===== config.mk =====
export PLATFORM = sky130hd
export DESIGN_NAME = busca_prefetch
export DESIGN_NICKNAME = d
export VERILOG_FILES = /design/src/rtl/busca_prefetch_pkg.sv /design/src/rtl/busca_prefetch_fila.sv /design/src/rtl/busca_prefetch.sv
export SDC_FILE = /design/constraint.sdc
export NUM_CORES = 1
export LEC_CHECK = 0
export BUFFER_PORTS_ARGS = -buffer_cell sky130_fd_sc_hd__buf_2
export CELL_PAD_IN_SITES_DETAIL_PLACEMENT = 2
export CELL_PAD_IN_SITES_GLOBAL_PLACEMENT = 2
export CORE_ASPECT_RATIO = 1.75
export CORE_UTILIZATION = 36
export DETAILED_ROUTE_END_ITERATION = 8
export GPL_TIMING_DRIVEN = 1
export PLACE_DENSITY = 0.77
export SYNTH_ARGS = -nofsm -noshare
export SYNTH_HDL_FRONTEND = slang
export SYNTH_SLANG_ARGS = --single-unit
export TNS_END_PERCENT = 20

===== constraint.sdc =====
create_clock -name clock -period 3.4 [get_ports clock]
set_input_delay 0.68 -clock clock [delete_from_list [all_inputs] [get_ports clock]]
set_output_delay 0.68 -clock clock [all_outputs]
set_load 0.1 [all_outputs]

===== src/rtl/busca_prefetch_pkg.sv =====
// Shared constants for the instruction fetch stage and the main controller (Controle):
// instruction size, reset PC, MIPS opcodes and a constant log2 helper.
package busca_prefetch_pkg;

   localparam int          INSTR_BYTES      = 4;
   localparam logic [31:0] RESET_PC_DEFAULT = 32'h0000_0000;

   localparam logic [5:0] OP_RTYPE = 6'h00;
   localparam logic [5:0] OP_J     = 6'h02;
   localparam logic [5:0] OP_JAL   = 6'h03;
   localparam logic [5:0] OP_BEQ   = 6'h04;
   localparam logic [5:0] OP_BNE   = 6'h05;
   localparam logic [5:0] OP_ADDI  = 6'h08;
   localparam logic [5:0] OP_SLTI  = 6'h0A;
   localparam logic [5:0] OP_ANDI  = 6'h0C;
   localparam logic [5:0] OP_ORI   = 6'h0D;
   localparam logic [5:0] OP_LUI   = 6'h0F;
   localparam logic [5:0] OP_LW    = 6'h23;
   localparam logic [5:0] OP_SW    = 6'h2B;

   // Ceiling log2 usable in parameter and port declarations.
   function automatic int busca_clog2(input int value);
      int result;
      int rest;
      result = 0;
      rest   = value - 1;
      while (rest > 0) begin
         result = result + 1;
         rest   = rest >>> 1;
      end
      return result;
   endfunction

endpackage


===== src/rtl/busca_prefetch_fila.sv =====
// Synchronous FIFO used as the prefetch buffer; flush clears it and wins over a same-cycle push.
// The head entry is read straight from the storage flops.
module fila_sincrona
   import busca_prefetch_pkg::*;
#(
   parameter int W     = 64,
   parameter int DEPTH = 4
) (
   input  logic                        clock,
   input  logic                        reset,
   input  logic                        push,
   input  logic [W-1:0]                push_data,
   input  logic                        pop,
   input  logic                        flush,
   output logic [W-1:0]                head_data,
   output logic [busca_clog2(DEPTH):0] count,
   output logic                        empty,
   output logic                        full
);

   localparam int PW = busca_clog2(DEPTH);
   localparam int CW = PW + 1;

   logic [W-1:0]  mem_q [DEPTH];
   logic [W-1:0]  mem_d [DEPTH];
   logic [PW-1:0] rd_ptr_q, rd_ptr_d;
   logic [PW-1:0] wr_ptr_q, wr_ptr_d;
   logic [CW-1:0] count_q, count_d;
   logic          push_ok_s, pop_ok_s;

   assign empty     = (count_q == '0);
   assign full      = (count_q == CW'(DEPTH));
   assign count     = count_q;
   assign head_data = mem_q[rd_ptr_q];

   // Next-state for storage, pointers and occupancy.
   always_comb begin
      push_ok_s = push & ~full;
      pop_ok_s  = pop & ~empty;
      mem_d     = mem_q;
      rd_ptr_d  = rd_ptr_q;
      wr_ptr_d  = wr_ptr_q;
      count_d   = count_q;
      if (flush) begin
         rd_ptr_d = '0;
         wr_ptr_d = '0;
         count_d  = '0;
      end else begin
         if (push_ok_s) begin
            mem_d[wr_ptr_q] = push_data;
            wr_ptr_d        = wr_ptr_q + PW'(1);
         end else begin
            wr_ptr_d = wr_ptr_q;
         end
         if (pop_ok_s) begin
            rd_ptr_d = rd_ptr_q + PW'(1);
         end else begin
            rd_ptr_d = rd_ptr_q;
         end
         case ({push_ok_s, pop_ok_s})
            2'b10:   count_d = count_q + CW'(1);
            2'b01:   count_d = count_q - CW'(1);
            default: count_d = count_q;
         endcase
      end
   end

   // State registers.
   always_ff @(posedge clock) begin
      if (reset) begin
         rd_ptr_q <= '0;
         wr_ptr_q <= '0;
         count_q  <= '0;
         for (int i = 0; i < DEPTH; i++) begin
            mem_q[i] <= '0;
         end
      end else begin
         rd_ptr_q <= rd_ptr_d;
         wr_ptr_q <= wr_ptr_d;
         count_q  <= count_d;
         mem_q    <= mem_d;
      end
   end

endmodule


===== src/rtl/busca_prefetch.sv =====
// MIPS32 instruction fetch stage: in-order word prefetch into a FIFO, flushed on redirect.
// Define BUSCA_CONTADORES_EN to add the perf_stall_cnt / perf_flush_cnt counters.
module busca_prefetch
   import busca_prefetch_pkg::*;
#(
   parameter int                ADDR_W   = 32,
   parameter int                DATA_W   = 32,
   parameter int                DEPTH    = 4,
   parameter logic [ADDR_W-1:0] RESET_PC = ADDR_W'(RESET_PC_DEFAULT)
) (
   input  logic              clock,
   input  logic              reset,
   input  logic              redirect_valid,
   input  logic [ADDR_W-1:0] redirect_addr,
   output logic              imem_req_valid,
   input  logic              imem_req_ready,
   output logic [ADDR_W-1:0] imem_req_addr,
   input  logic              imem_resp_valid,
   input  logic [DATA_W-1:0] imem_resp_data,
   output logic              inst_valid,
   input  logic              inst_ready,
   output logic [DATA_W-1:0] inst_data,
   output logic [ADDR_W-1:0] inst_pc4
`ifdef BUSCA_CONTADORES_EN
   ,
   output logic [31:0]       perf_stall_cnt,
   output logic [31:0]       perf_flush_cnt
`endif
);

   localparam int                CW           = busca_clog2(DEPTH) + 1;
   localparam int                FW           = DATA_W + ADDR_W;
   localparam logic [ADDR_W-1:0] STEP_C       = ADDR_W'(INSTR_BYTES);
   localparam logic [ADDR_W-1:0] ALIGN_MASK_C = ~(ADDR_W'(INSTR_BYTES - 1));
   localparam logic [CW:0]       DEPTH_C      = (CW + 1)'(DEPTH);

   logic [ADDR_W-1:0] pc_q, pc_d;
   logic [ADDR_W-1:0] fill_pc_q, fill_pc_d;
   logic [CW-1:0]     outstanding_q, outstanding_d;
   logic [CW-1:0]     drop_q, drop_d;

   logic              req_fire_s, resp_take_s, resp_drop_s, push_s, pop_s, credit_s;
   logic [ADDR_W-1:0] target_s;
   logic [CW:0]       occupancy_s;
   logic [FW-1:0]     push_data_s, head_s;
   logic [CW-1:0]     fifo_count_s;
   logic              fifo_empty_s, fifo_full_s;

   fila_sincrona #(
      .W     (FW),
      .DEPTH (DEPTH)
   ) u_fila (
      .clock     (clock),
      .reset     (reset),
      .push      (push_s),
      .push_data (push_data_s),
      .pop       (pop_s),
      .flush     (redirect_valid),
      .head_data (head_s),
      .count     (fifo_count_s),
      .empty     (fifo_empty_s),
      .full      (fifo_full_s)
   );

   assign imem_req_valid = ~reset & ~redirect_valid & credit_s;
   assign imem_req_addr  = pc_q;
   assign inst_valid     = ~fifo_empty_s;
   assign inst_data      = head_s[FW-1:ADDR_W];
   assign inst_pc4       = head_s[ADDR_W-1:0];

   // Credit, handshakes and next-state of the fetch counters.
   always_comb begin
      target_s    = redirect_addr & ALIGN_MASK_C;
      occupancy_s = {1'b0, fifo_count_s} + {1'b0, outstanding_q};
      credit_s    = ~fifo_full_s & (occupancy_s < DEPTH_C);
      req_fire_s  = imem_req_valid & imem_req_ready;
      resp_take_s = imem_resp_valid & (outstanding_q != '0);
      resp_drop_s = resp_take_s & (drop_q != '0);
      push_s      = resp_take_s & ~resp_drop_s;
      pop_s       = inst_valid & inst_ready & ~redirect_valid;
      push_data_s = {imem_resp_data, fill_pc_q + STEP_C};

      case ({req_fire_s, resp_take_s})
         2'b10:   outstanding_d = outstanding_q + CW'(1);
         2'b01:   outstanding_d = outstanding_q - CW'(1);
         default: outstanding_d = outstanding_q;
      endcase

      if (redirect_valid) begin
         pc_d      = target_s;
         fill_pc_d = target_s;
         // Every request still in flight after this cycle is stale; no request can issue now.
         drop_d    = outstanding_q - CW'(resp_take_s);
      end else begin
         pc_d      = req_fire_s  ? pc_q + STEP_C      : pc_q;
         fill_pc_d = push_s      ? fill_pc_q + STEP_C : fill_pc_q;
         drop_d    = resp_drop_s ? drop_q - CW'(1)    : drop_q;
      end
   end

   // Fetch state registers.
   always_ff @(posedge clock) begin
      if (reset) begin
         pc_q          <= RESET_PC;
         fill_pc_q     <= RESET_PC;
         outstanding_q <= '0;
         drop_q        <= '0;
      end else begin
         pc_q          <= pc_d;
         fill_pc_q     <= fill_pc_d;
         outstanding_q <= outstanding_d;
         drop_q        <= drop_d;
      end
   end

`ifdef BUSCA_CONTADORES_EN
   logic [31:0] stall_cnt_q, stall_cnt_d;
   logic [31:0] flush_cnt_q, flush_cnt_d;

   assign perf_stall_cnt = stall_cnt_q;
   assign perf_flush_cnt = flush_cnt_q;

   // Counter increments; both wrap naturally at 2^32.
   always_comb begin
      if (inst_valid & ~inst_ready) begin
         stall_cnt_d = stall_cnt_q + 32'd1;
      end else begin
         stall_cnt_d = stall_cnt_q;
      end
      if (redirect_valid) begin
         flush_cnt_d = flush_cnt_q + 32'd1;
      end else begin
         flush_cnt_d = flush_cnt_q;
      end
   end

   // Counter registers.
   always_ff @(posedge clock) begin
      if (reset) begin
         stall_cnt_q <= 32'd0;
         flush_cnt_q <= 32'd0;
      end else begin
         stall_cnt_q <= stall_cnt_d;
         flush_cnt_q <= flush_cnt_d;
      end
   end
`endif

endmodule


Yosys cells after proc, flatten, opt, wreduce, memory -nomap -nowiden

Index checks and enable logic that the tools add are counted.
Widths: inputs -> output; s select.

Register bits: 333
Input bits: 70
Output and inout port bits: 98
Word-level logic and storage cells: 76

Add/sub/neg operators: 11
Magnitude comparators: 4
Eq/ne operators: 5
Mux-type cells: 14
Bitwise operators: 18
Reduce and logical (&&, ||, !) cells: 11

Operators with widths:

| cell                  | number |
|---|---|
| $bwmux 256            | 1 |
| $mux 64               | 3 |
| $bmux 64 s2           | 1 |
| $demux 64 s2          | 1 |
| $mux 32               | 4 |
| $add 32x3->32 const B | 2 |
| $pmux 3 s2            | 2 |
| $and 1x1->1           | 11 |
| $reduce_bool 2->1     | 5 |
| $sub 3x1->3 const B   | 3 |
| $add 3x1->3 const B   | 2 |
| $ge 3x3->1 const B    | 2 |
| $mux 3                | 2 |
| $not 2->3             | 2 |
| $reduce_bool 3->1     | 2 |
| $not 1->1             | 5 |
| $add 2x1->2 const B   | 2 |
| $add 3x3->4           | 1 |
| $eq 2x1->1 const B    | 2 |
| $eq 2x2->1 const B    | 2 |
| $lt 4x3->1 const B    | 1 |
| $eq 3x3->1 const B    | 1 |
| $logic_not 3->1       | 1 |
| $lt 3x1->1 const B    | 1 |
| 4 further kinds       | 4 |

Logic depth before layout (Yosys ltp)

Gate-level depths: netlist (run 1).

Word-level depth: 8
Mapped depth: 14

Cells and area by module

A second synthesis (run 1) with hierarchy kept.

Cell total of the unflattened synthesis: 1,615
Area total of the unflattened synthesis: 16,682.2 sq um

Modules (own cells, without submodules):

| module         | instances | cells an instance | area each (sq um) | seq. area each (sq um) |
|---|---|---|---|---|
| fila_sincrona  | 1         | 1,031             | 12,077.8          | 5,265.0 |
| busca_prefetch | 1         | 584               | 4,604.4           | 1,321.3 |

Worst setup path before layout (run 1)

OpenSTA, ideal clock, no wires.

Path type: input to output
From: input port redirect_valid
To: output port imem_req_valid
Arrival time: 3,401 ps
Required time: 2,720 ps
Setup slack: -681 ps
Stages: 3
Buffers on the path: 1
Cell sequence: buf_2 -> or4_1 -> nor3_1

Cells in the longest elaborated chain, start to end: 3

Ends and longest elaborated chain:

| item                       | line                 | text |
|---|---|---|
| start, declared            | busca_prefetch.sv:13 | `input logic redirect_valid,` |
| $not 1->1 (no source line) | n/a                  |  |
| $and 1x1->1 (2 in a row)   | busca_prefetch.sv:65 | `assign imem_req_valid = ~reset & ~redirect_valid & credit_s;` |
| end, declared              | busca_prefetch.sv:15 | `output logic imem_req_valid,` |

No other way between the ends.

Worst setup path in the final report (run 1)

From: register u_fila.rd_ptr_q[0]
To: output port inst_data[4]

Cells in the longest elaborated chain, start to end: 4

Ends and longest elaborated chain:

| item                                       | line                      | text |
|---|---|---|
| start, declared                            | busca_prefetch_fila.sv:26 | `logic [PW-1:0] rd_ptr_q, rd_ptr_d;` |
| start signal, assigned                     | busca_prefetch_fila.sv:78 | `rd_ptr_q <= rd_ptr_d;` |
| $not 2->3 (not written as such)            | busca_prefetch_fila.sv:34 | `assign head_data = mem_q[rd_ptr_q];` |
| $bmux 64 s2                                | busca_prefetch_fila.sv:34 |  |
| $mux 64 (not written as such) (2 in a row) | busca_prefetch_fila.sv:34 |  |
| end, declared                              | busca_prefetch.sv:22      | `output logic [DATA_W-1:0] inst_data,` |

No other way between the ends. The select of a mux whose other input is x is not followed.

==> flow_summary.json, run 1 <==
{
  "htreeDepth": 2,
  "drv_slew": 0,
  "gr-usage-all-layers": 0.242,
  "synth_compound_area_frac": 0.153,
  "ios": 168,
  "max_cap_violations": 0,
  "dieArea_um2": 41300,
  "finalHoldViolations": 0,
  "die_w_um": 154,
  "worstPathCellList": "buf_4 > mux4_2 > buf_2",
  "power.switching_mw": 3.23,
  "gr-total-overflow": 0,
  "yosysWarnings": 0,
  "first_pass_iters": 4,
  "place_congestion": 0.772,
  "required_ps": 2720,
  "seq_area_frac_synth": 0.441,
  "final_cell_mix": "nand2_1 (320), dfxtp_1 (319), nor2_1 (183)",
  "p_clk_frac": 0.403,
  "synth_mux_area_frac": 0.0997,
  "final_common_cell": "nand2_1",
  "cpMaxStageDelayCell": "dfxtp_4",
  "rr_worst_depth": 6,
  "critPathArrivalTime_ps": 2450,
  "seqPwrFrac": 0.406,
  "ant_nets": 0,
  "first_iter_violations": 385,
  "fillCellCount": 4440,
  "clockRootBuffer": "clkbuf_16",
  "die_h_um": 268,
  "cp-end-kind": "output port",
  "tightest_slew_ps": 900,
  "clock.fmax_mhz": 319,
  "hold_depth": 3,
  "place_hpwl_um": 33400,
  "clk_latency_ps": 540,
  "post_drt_via_cell_ratio": 5.63,
  "crit_fanout": 19,
  "fin_crit_ps": 3130,
  "p_int_mw": 6.78,
  "final_area_um2": 17100,
  "grt_max_degree": 164,
  "cp_slowest_stage_delay_ps": 640,
  "cts.path.max_buffers": 3,
  "clock_sinks": 321,
  "synth_edf_count": 0,
  "post_drt_wl_per_cell_um": 22.0,
  "avgSynthCellArea_um2": 8.77,
  "drc": 0,
  "synth_cell_types": 63,
  "setup_viol": 0,
  "p_per_area_nw_per_um2": 586,
  "startpoint_type": "flop",
  "synth_flop_cell": "dfxtp_1",
  "placed_cell_area_um2": 15900,
  "cts_setup_buffers": 0,
  "finalSetupTns_ps": 0,
  "synth_top_family_by_area": "simple AND/OR/NAND/NOR gates",
  "rsz0062_at_grt": "false",
  "syn_area_um2": 14600,
  "rows": 97,
  "grt_pass1_vias": 14192,
  "core_um2": 39900,
  "status": "finished clean",
  "post-route-period-util": 0.921,
  "port_buffers": 161,
  "power.total_mw": 10.0,
  "yosys_register_bits": 321,
  "vias": 12822,
  "async_flop_share": 0,
  "p_comb_frac": 0.191,
  "grt_pass1_wl_um": 77800,
  "p_leak_nw": 5.78,
  "drive_gt1_frac": 0.196,
  "slew_headroom": 0.398,
  "cts_hold_buffers": 0,
  "critical_path_class": "flop to output port",
  "ir_drop_uv": 386,
  "area_growth_pct": 17.4,
  "swShare": 0.323,
  "final_core_util": 0.428,
  "hold_class": "input pin to flop",
  "synth-xor-area-share": 0.0397,
  "tritoncts": "yes",
  "cts_inserted_buffers": 35,
  "netlist_instances": 1660,
  "skew_ps": 29.2,
  "routed_wl_um": 50100,
  "synthSimpleGateAreaFrac": 0.204,
  "whs_ps": 417,
  "ctsResizeCount": 0,
  "yosys.area_share.adder": 0.0148,
  "start_util": 0.365,
  "cts.reportedPaths.clkPinSlew_ps": 60,
  "antenna_found_initial": 1,
  "fin_nets": 1840
}
==> worst max-delay path, delay by kind of cell, from the launching register on <==
kind | cells | cell delay [ps]
buffers and inverters | 2 | 680
DFF | 1 | 640
muxes | 1 | 590
==> path summary, 6_finish.rpt <==
kind                                    startpoint                 to  slack, ps
worst max-delay path            u_fila.rd_ptr_q[0]       inst_data[4]        270
worst min-delay path            imem_resp_data[21]  u_fila.mem_q[117]        420
worst max register to register     u_fila.count[2]  imem_req_addr[15]        510
worst min register to register   u_fila.mem_q[252]  u_fila.mem_q[252]        450
==> kinds of logic after synthesis <==
| group | Yosys count |
|---|---|
| buffers and inverters | 165 |
| AND/OR/NAND/NOR | 666 |
| adder cells (fa/ha/maj) | 16 |
| flip-flops | 321 |
| XOR/XNOR | 66 |
| AO/OA/AOI/OAI | 358 |
| multiplexers | 67 |
| other | 1 |
==> cell type report <==
| type | count | area, µm² | share of cell area |
|---|---|---|---|
| Multi-Input combinational cell | 1177 | 7490 | 0.438 |
| Sequential cell | 321 | 6430 | 0.376 |
| Timing Repair Buffer | 197 | 1250 | 0.0731 |
| Clock buffer | 51 | 1070 | 0.0624 |
| Tap cell | 495 | 619 | 0.0362 |
| Clock inverter | 12 | 155 | 0.00908 |
| Inverter | 22 | 82.6 | 0.00483 |
| Antenna cell | 1 | 2.50 | 0.000146 |
==> power by group through the flow <==
stage	clock, mW	combinational (mW)	sequential (mW)
2_1_floorplan	0	1.33	4.25
3_3_place_gp	0	1.88	4.14
3_5_place_dp	0	1.93	4.15
4_1_cts	4.15	1.95	4.07
5_1_grt	4.30	2.02	4.08
6_report	4.03	1.91	4.07
==> per-layer routing <==
| layer | global-route usage | wire, µm |
|---|---|---|
| met1 | 0.234 | 17900 |
| met2 | 0.496 | 28600 |
| met3 | 0.0269 | 1330 |
| met4 | 0.116 | 2260 |
| met5 | 0 | 0 |
==> registers in the layout, summed over array words and instances (netlist names) <==
signal / count
drop_q: 3
fill_pc_q: 30
imem_req_addr: 30
outstanding_q: 3
u_fila.count: 3
u_fila.mem_q: 248
u_fila.rd_ptr_q: 2
u_fila.wr_ptr_q: 2
==> cell usage after synthesis, types with 20 or more instances <==
library cell,count,area share
buf_2,23,0.0079
clkbuf_1,103,0.027
nand2_1,320,0.083
xnor2_1,39,0.023
nand3_1,31,0.011
mux4_2,62,0.096
a211oi_1,127,0.065
inv_1,20,0.0052
a21oi_1,166,0.057
xor2_1,27,0.016
dfxtp_1,321,0.44
nor2_1,183,0.047
nand4_1,28,0.012
==> metrics by stage <==
step	instances	setup WS (ps)
finish	2276	267
detailed placement	2212	431
CTS	2275	199
global placement	2212	520
floorplan	1663	165
global route	2276	136
(Power assumes the default switching activity.)
==> inputs of run 2 (changes only) <==
--- a/constraint.sdc
+++ b/constraint.sdc
@@ -3,2 +3,2 @@
 set_output_delay 0.68 -clock clock [all_outputs]
-set_load 0.1 [all_outputs]
+set_load 0.02 [all_outputs]
==> run 2 against run 1 <==
Effect of this change: the run now ends with DRC left; utilization shrank 0.12 points; critical endpoint is now inst_pc4[30]; largest power group unchanged; first-iteration DRC count up 22%; flip-flop and latch count stayed put.
==> flow_summary.json, run 2 (synthesized netlist as in run 1, its figures left out) <==
{
  "place_hpwl_um": 33400,
  "clock_sinks": 321,
  "rrSetupSlack_ps": 470,
  "port_buffers": 161,
  "finalHoldViolations": 0,
  "skew_ps": 20.7,
  "cp-end-kind": "output port",
  "antenna_found_initial": 0,
  "rows": 97,
  "fin_nets": 1845,
  "worstPathCellList": "buf_4 > mux4_2 > buf_2",
  "finalSetupTns_ps": 0,
  "gr-total-overflow": 0,
  "crit_end": "inst_pc4[30]",
  "p_per_area_nw_per_um2": 546,
  "setup.worst_path.start": "u_fila.rd_ptr_q[0]",
  "clockRootBuffer": "clkbuf_16",
  "final_common_cell": "nand2_1",
  "place_congestion": 0.780,
  "dieArea_um2": 41300,
  "cts_setup_buffers": 0,
  "tightest_slew_ps": 1090,
  "clock.fmax_mhz": 332,
  "grt_pass1_wl_um": 77200,
  "area_growth_pct": 17.1,
  "routed_wl_um": 49300,
  "post_drt_via_cell_ratio": 5.63,
  "diodes": 0,
  "fillCellCount": 4376,
  "startpoint_type": "flop",
  "first_iter_violations": 471,
  "largest_reg_flops": 248,
  "drv_slew": 0,
  "grt_max_degree": 195,
  "crit_fanout": 22,
  "path_buf_inv": 2,
  "cts.reportedPaths.clkPinSlew_ps": 60,
  "ctsResizeCount": 0,
  "first_pass_iters": 8,
  "max_cap_violations": 0,
  "critPathTopFamily": "flip-flops",
  "cts.path.max_buffers": 3,
  "rr_endpoint": "imem_req_addr[12]",
  "rr_worst_depth": 6,
  "clk_latency_ps": 540,
  "post-route-period-util": 0.887,
  "fin_crit_ps": 3010,
  "required_ps": 2720,
  "setup_viol": 0,
  "rr_startpoint": "u_fila.count[2]",
  "p_leak_nw": 5.78,
  "drive_gt1_frac": 0.197,
  "ios": 168,
  "final_cell_mix": "nand2_1 (320), dfxtp_1 (319), nor2_1 (183)",
  "violations": "DRC",
  "critPathArrivalTime_ps": 2330,
  "die_w_um": 154,
  "die_h_um": 268,
  "status": "complete, but fails checks",
  "critical_path_class": "flop to output port",
  "ir_drop_uv": 319,
  "hold_class": "input pin to flop",
  "cts_hold_buffers": 0,
  "cts_inserted_buffers": 35,
  "core_um2": 39900,
  "gr-usage-all-layers": 0.239,
  "start_util": 0.365,
  "largest-register": "u_fila.mem_q",
  "cpMaxStageDelayCell": "dfxtp_4",
  "rsz0062_at_grt": "false",
  "htreeDepth": 2,
  "slew_headroom": 0.275,
  "cp_slowest_stage_delay_ps": 700,
  "ant_nets": 0,
  "cp.depth": 3,
  "tritoncts": "yes",
  "post_drt_wl_per_cell_um": 21.7,
  "drc": 4,
  "vias": 12840,
  "grt_pass1_vias": 14136,
  "final_core_util": 0.427
}
==> run 2: how the worst min path moves through the flow <==
stage                      startpoint           endpoint  slack, ps  cells past startpoint
floorplan           u_fila.mem_q[100]  u_fila.mem_q[100]        430                      2
global placement    u_fila.mem_q[122]  u_fila.mem_q[122]        440                      2
detailed placement   u_fila.mem_q[39]   u_fila.mem_q[39]        450                      2
CTS                             reset   imem_req_addr[7]        380                      2
global route                    reset   imem_req_addr[9]        390                      2
finish                          reset   imem_req_addr[7]        400                      2
==> run 2: worst reg2reg max path, delay by kind of cell, from the launching register on <==
| family | cells | cell delay (ps) |
|---|---|---|
| AOI/OAI and AO/OA | 2 | 490 |
| buffers and inverters | 1 | 230 |
| DFF | 1 | 400 |
| and+or+nand+nor | 3 | 1740 |
==> run 2: final cells by class <==
type	count	area (µm²)	area share
timing repair buffer	202	1240	0.0725
multi-input combinational	1177	7480	0.439
clock inverter	14	189	0.0111
clock buffer	48	1000	0.0589
sequential	321	6430	0.377
inverter	22	82.6	0.00485
tap	495	619	0.0363
==> run 2: layer usage <==
metal / routed length, µm / track usage
met5: 0 / 0
met2: 28000 / 0.486
met3: 1140 / 0.0248
met1: 18000 / 0.237
met4: 2230 / 0.119
==> run 2: per-stage QoR <==
step / worst slack [ps] / power, mW / area, µm² / hold slack, ps / instances
after global placement: 525 / 5.36 / 15900 / 438 / 2217
after floorplan: 480 / 4.93 / 14600 / 433 / 1663
final: 385 / 9.31 / 17000 / 398 / 2279
after detailed placement: 378 / 5.41 / 15900 / 450 / 2217
after CTS: 300 / 9.44 / 17000 / 380 / 2279
after global routing: 255 / 9.69 / 17000 / 395 / 2279
==> run 2: power by group <==
part	internal, mW	total, mW	switching (mW)
combinational	0.446	1.24	0.799
sequential	3.91	4.06	0.149
clock	2.32	4.00	1.67
total	6.69	9.31	2.62
==> inputs of run 3 (changes only) <==
CTS_BUF_LIST = sky130_fd_sc_hd__clkbuf_16   (was default)
==> run 3 against run 2 <==
Effect of this change: the run still ends with DRC left; largest power group unchanged; power down 2.1%; sequential share of layout area increased by 0.18 points; sequential power barely moved; combinational power about the same; clock skew is 1.6 ps higher; die area did not move; maximum frequency up 0.18%; critical path depth did not move; flip-flop and latch count unchanged; design area fell by 0.47%; worst setup slack better by 5.3 ps; count of clock-buffer cells in the layout is 13 lower.
==> flow_summary.json, run 3 (synthesized netlist as in run 1, its figures left out) <==
{
  "status": "complete, but fails checks",
  "violations": "DRC",
  "startpoint_type": "flop",
  "routed_wl_um": 49400,
  "critPathArrivalTime_ps": 2330,
  "final_cell_mix": "nand2_1 (320), dfxtp_1 (319), nor2_1 (183)",
  "port_buffers": 161,
  "p_per_area_nw_per_um2": 537,
  "rrSetupSlack_ps": 440,
  "ant_nets": 0,
  "die_h_um": 268,
  "tightest_slew_ps": 1080,
  "cp_slowest_stage_delay_ps": 690,
  "rr_startpoint": "u_fila.count[2]",
  "hold_class": "input pin to flop",
  "diodes": 0,
  "drc": 4,
  "setup_viol": 0,
  "slew_headroom": 0.279,
  "tritoncts": "yes",
  "start_util": 0.365,
  "cts_inserted_buffers": 35,
  "final_common_cell": "nand2_1",
  "multiInputGateArea_um2": 7480,
  "area_growth_pct": 16.5,
  "grt_pass1_wl_um": 77300,
  "cts.reportedPaths.clkPinSlew_ps": 60,
  "rr_worst_depth": 6,
  "place_hpwl_um": 33400,
  "fin_nets": 1845,
  "ios": 168,
  "die_w_um": 154,
  "clockRootBuffer": "clkbuf_16",
  "largest_reg_flops": 248,
  "clock_sinks": 321,
  "regArea_um2": 6430,
  "finalSetupTns_ps": 0,
  "cpMaxStageDelayCell": "dfxtp_4",
  "gr-usage-all-layers": 0.240,
  "cp-end-kind": "output port",
  "post_drt_wl_per_cell_um": 21.7,
  "p_leak_nw": 5.76,
  "cts_setup_buffers": 0,
  "gr-total-overflow": 0,
  "min_to": "imem_req_addr[7]",
  "grt_pass1_vias": 14107,
  "skew_ps": 22.3,
  "crit_fanout": 22,
  "cts_hold_buffers": 0,
  "fin_crit_ps": 3010,
  "hold_depth": 2,
  "first_pass_iters": 7,
  "cts.path.max_buffers": 3,
  "drv_slew": 0,
  "clock.fmax_mhz": 332,
  "required_ps": 2720,
  "core_um2": 39900,
  "rr_endpoint": "imem_req_addr[12]",
  "first_iter_violations": 471,
  "htreeDepth": 2,
  "largest-register": "u_fila.mem_q",
  "drive_gt1_frac": 0.192,
  "antenna_found_initial": 0,
  "fillCellCount": 4381,
  "max_cap_violations": 0,
  "clk_latency_ps": 550,
  "place_congestion": 0.780,
  "vias": 12859,
  "ctsResizeCount": 0,
  "rows": 97,
  "post_drt_via_cell_ratio": 5.64,
  "place_ws_ps": 378,
  "post-route-period-util": 0.885,
  "rsz0062_at_grt": "false",
  "path_buf_inv": 2,
  "min_from": "reset",
  "finalHoldViolations": 0,
  "grt_max_degree": 195,
  "critical_path_class": "flop to output port",
  "ir_drop_uv": 319,
  "worstPathCellList": "buf_4 > mux4_2 > buf_2",
  "setup_ws_ps": 391,
  "dieArea_um2": 41300,
  "cp.depth": 3,
  "critPathTopFamily": "flip-flops"
}
-- run 3: cell types whose count changed in the layout (fill, tap and decap cells not counted) --
| cell | change |
|---|---|
| inv_1 | +5 |
| clkbuf_1 | -5 |
| clkinv_1 | +8 |
| clkbuf_8 | -8 |
-- run 3: report_power, final --
group,internal (mW),switching [mW]
registers,3.91,0.149
logic,0.446,0.799
clock network,2.13,1.67
total,6.49,2.62
-- run 3: cell type report --
cell class | instances | share of cell area
clock buffer | 35 | 0.0516
clock inverter | 27 | 0.0140
inverter | 22 | 0.00487
multi-input combinational | 1177 | 0.441
sequential | 321 | 0.379
tap | 495 | 0.0365
timing repair buffer | 202 | 0.0729
-- run 3: worst max path at each step --
stage / end / slack [ps] / start
after floorplan: outstanding_q[2] / 480 / redirect_valid
after global placement: imem_req_addr[22] / 520 / redirect_valid
after detailed placement: imem_req_addr[12] / 380 / redirect_valid
after CTS: inst_pc4[30] / 300 / u_fila.rd_ptr_q[0]
after global routing: inst_pc4[30] / 250 / u_fila.rd_ptr_q[0]
final: inst_pc4[30] / 390 / u_fila.rd_ptr_q[0]
-- run 3: metrics by stage --
stage               cells  instance area, µm²  hold slack, ps  power (mW)   util
finish               2279               17000             399        9.11  0.425
global route         2279               17000             392        9.50  0.425
CTS                  2279               17000             379        9.25  0.425
detailed placement   2217               15900             450        5.41  0.397
global placement     2217               15900             438        5.36  0.397
floorplan            1663               14600             433        4.93      -
-- run 3: worst register-to-register path, cell delays in order (launching register included) --
cell,delay (ps)
dfxtp_1,400
or3b_2,620
and4b_2,330
buf_4,230
nor2_1,810
o21ai_0,270
a31oi_1,220
-- run 3: routing by layer --
metal	share of wire	global-route usage	wire length (µm)
met5	0	0	0
met4	0.044	0.115	2160
met3	0.024	0.0264	1210
met2	0.57	0.486	28000
met1	0.36	0.238	18000
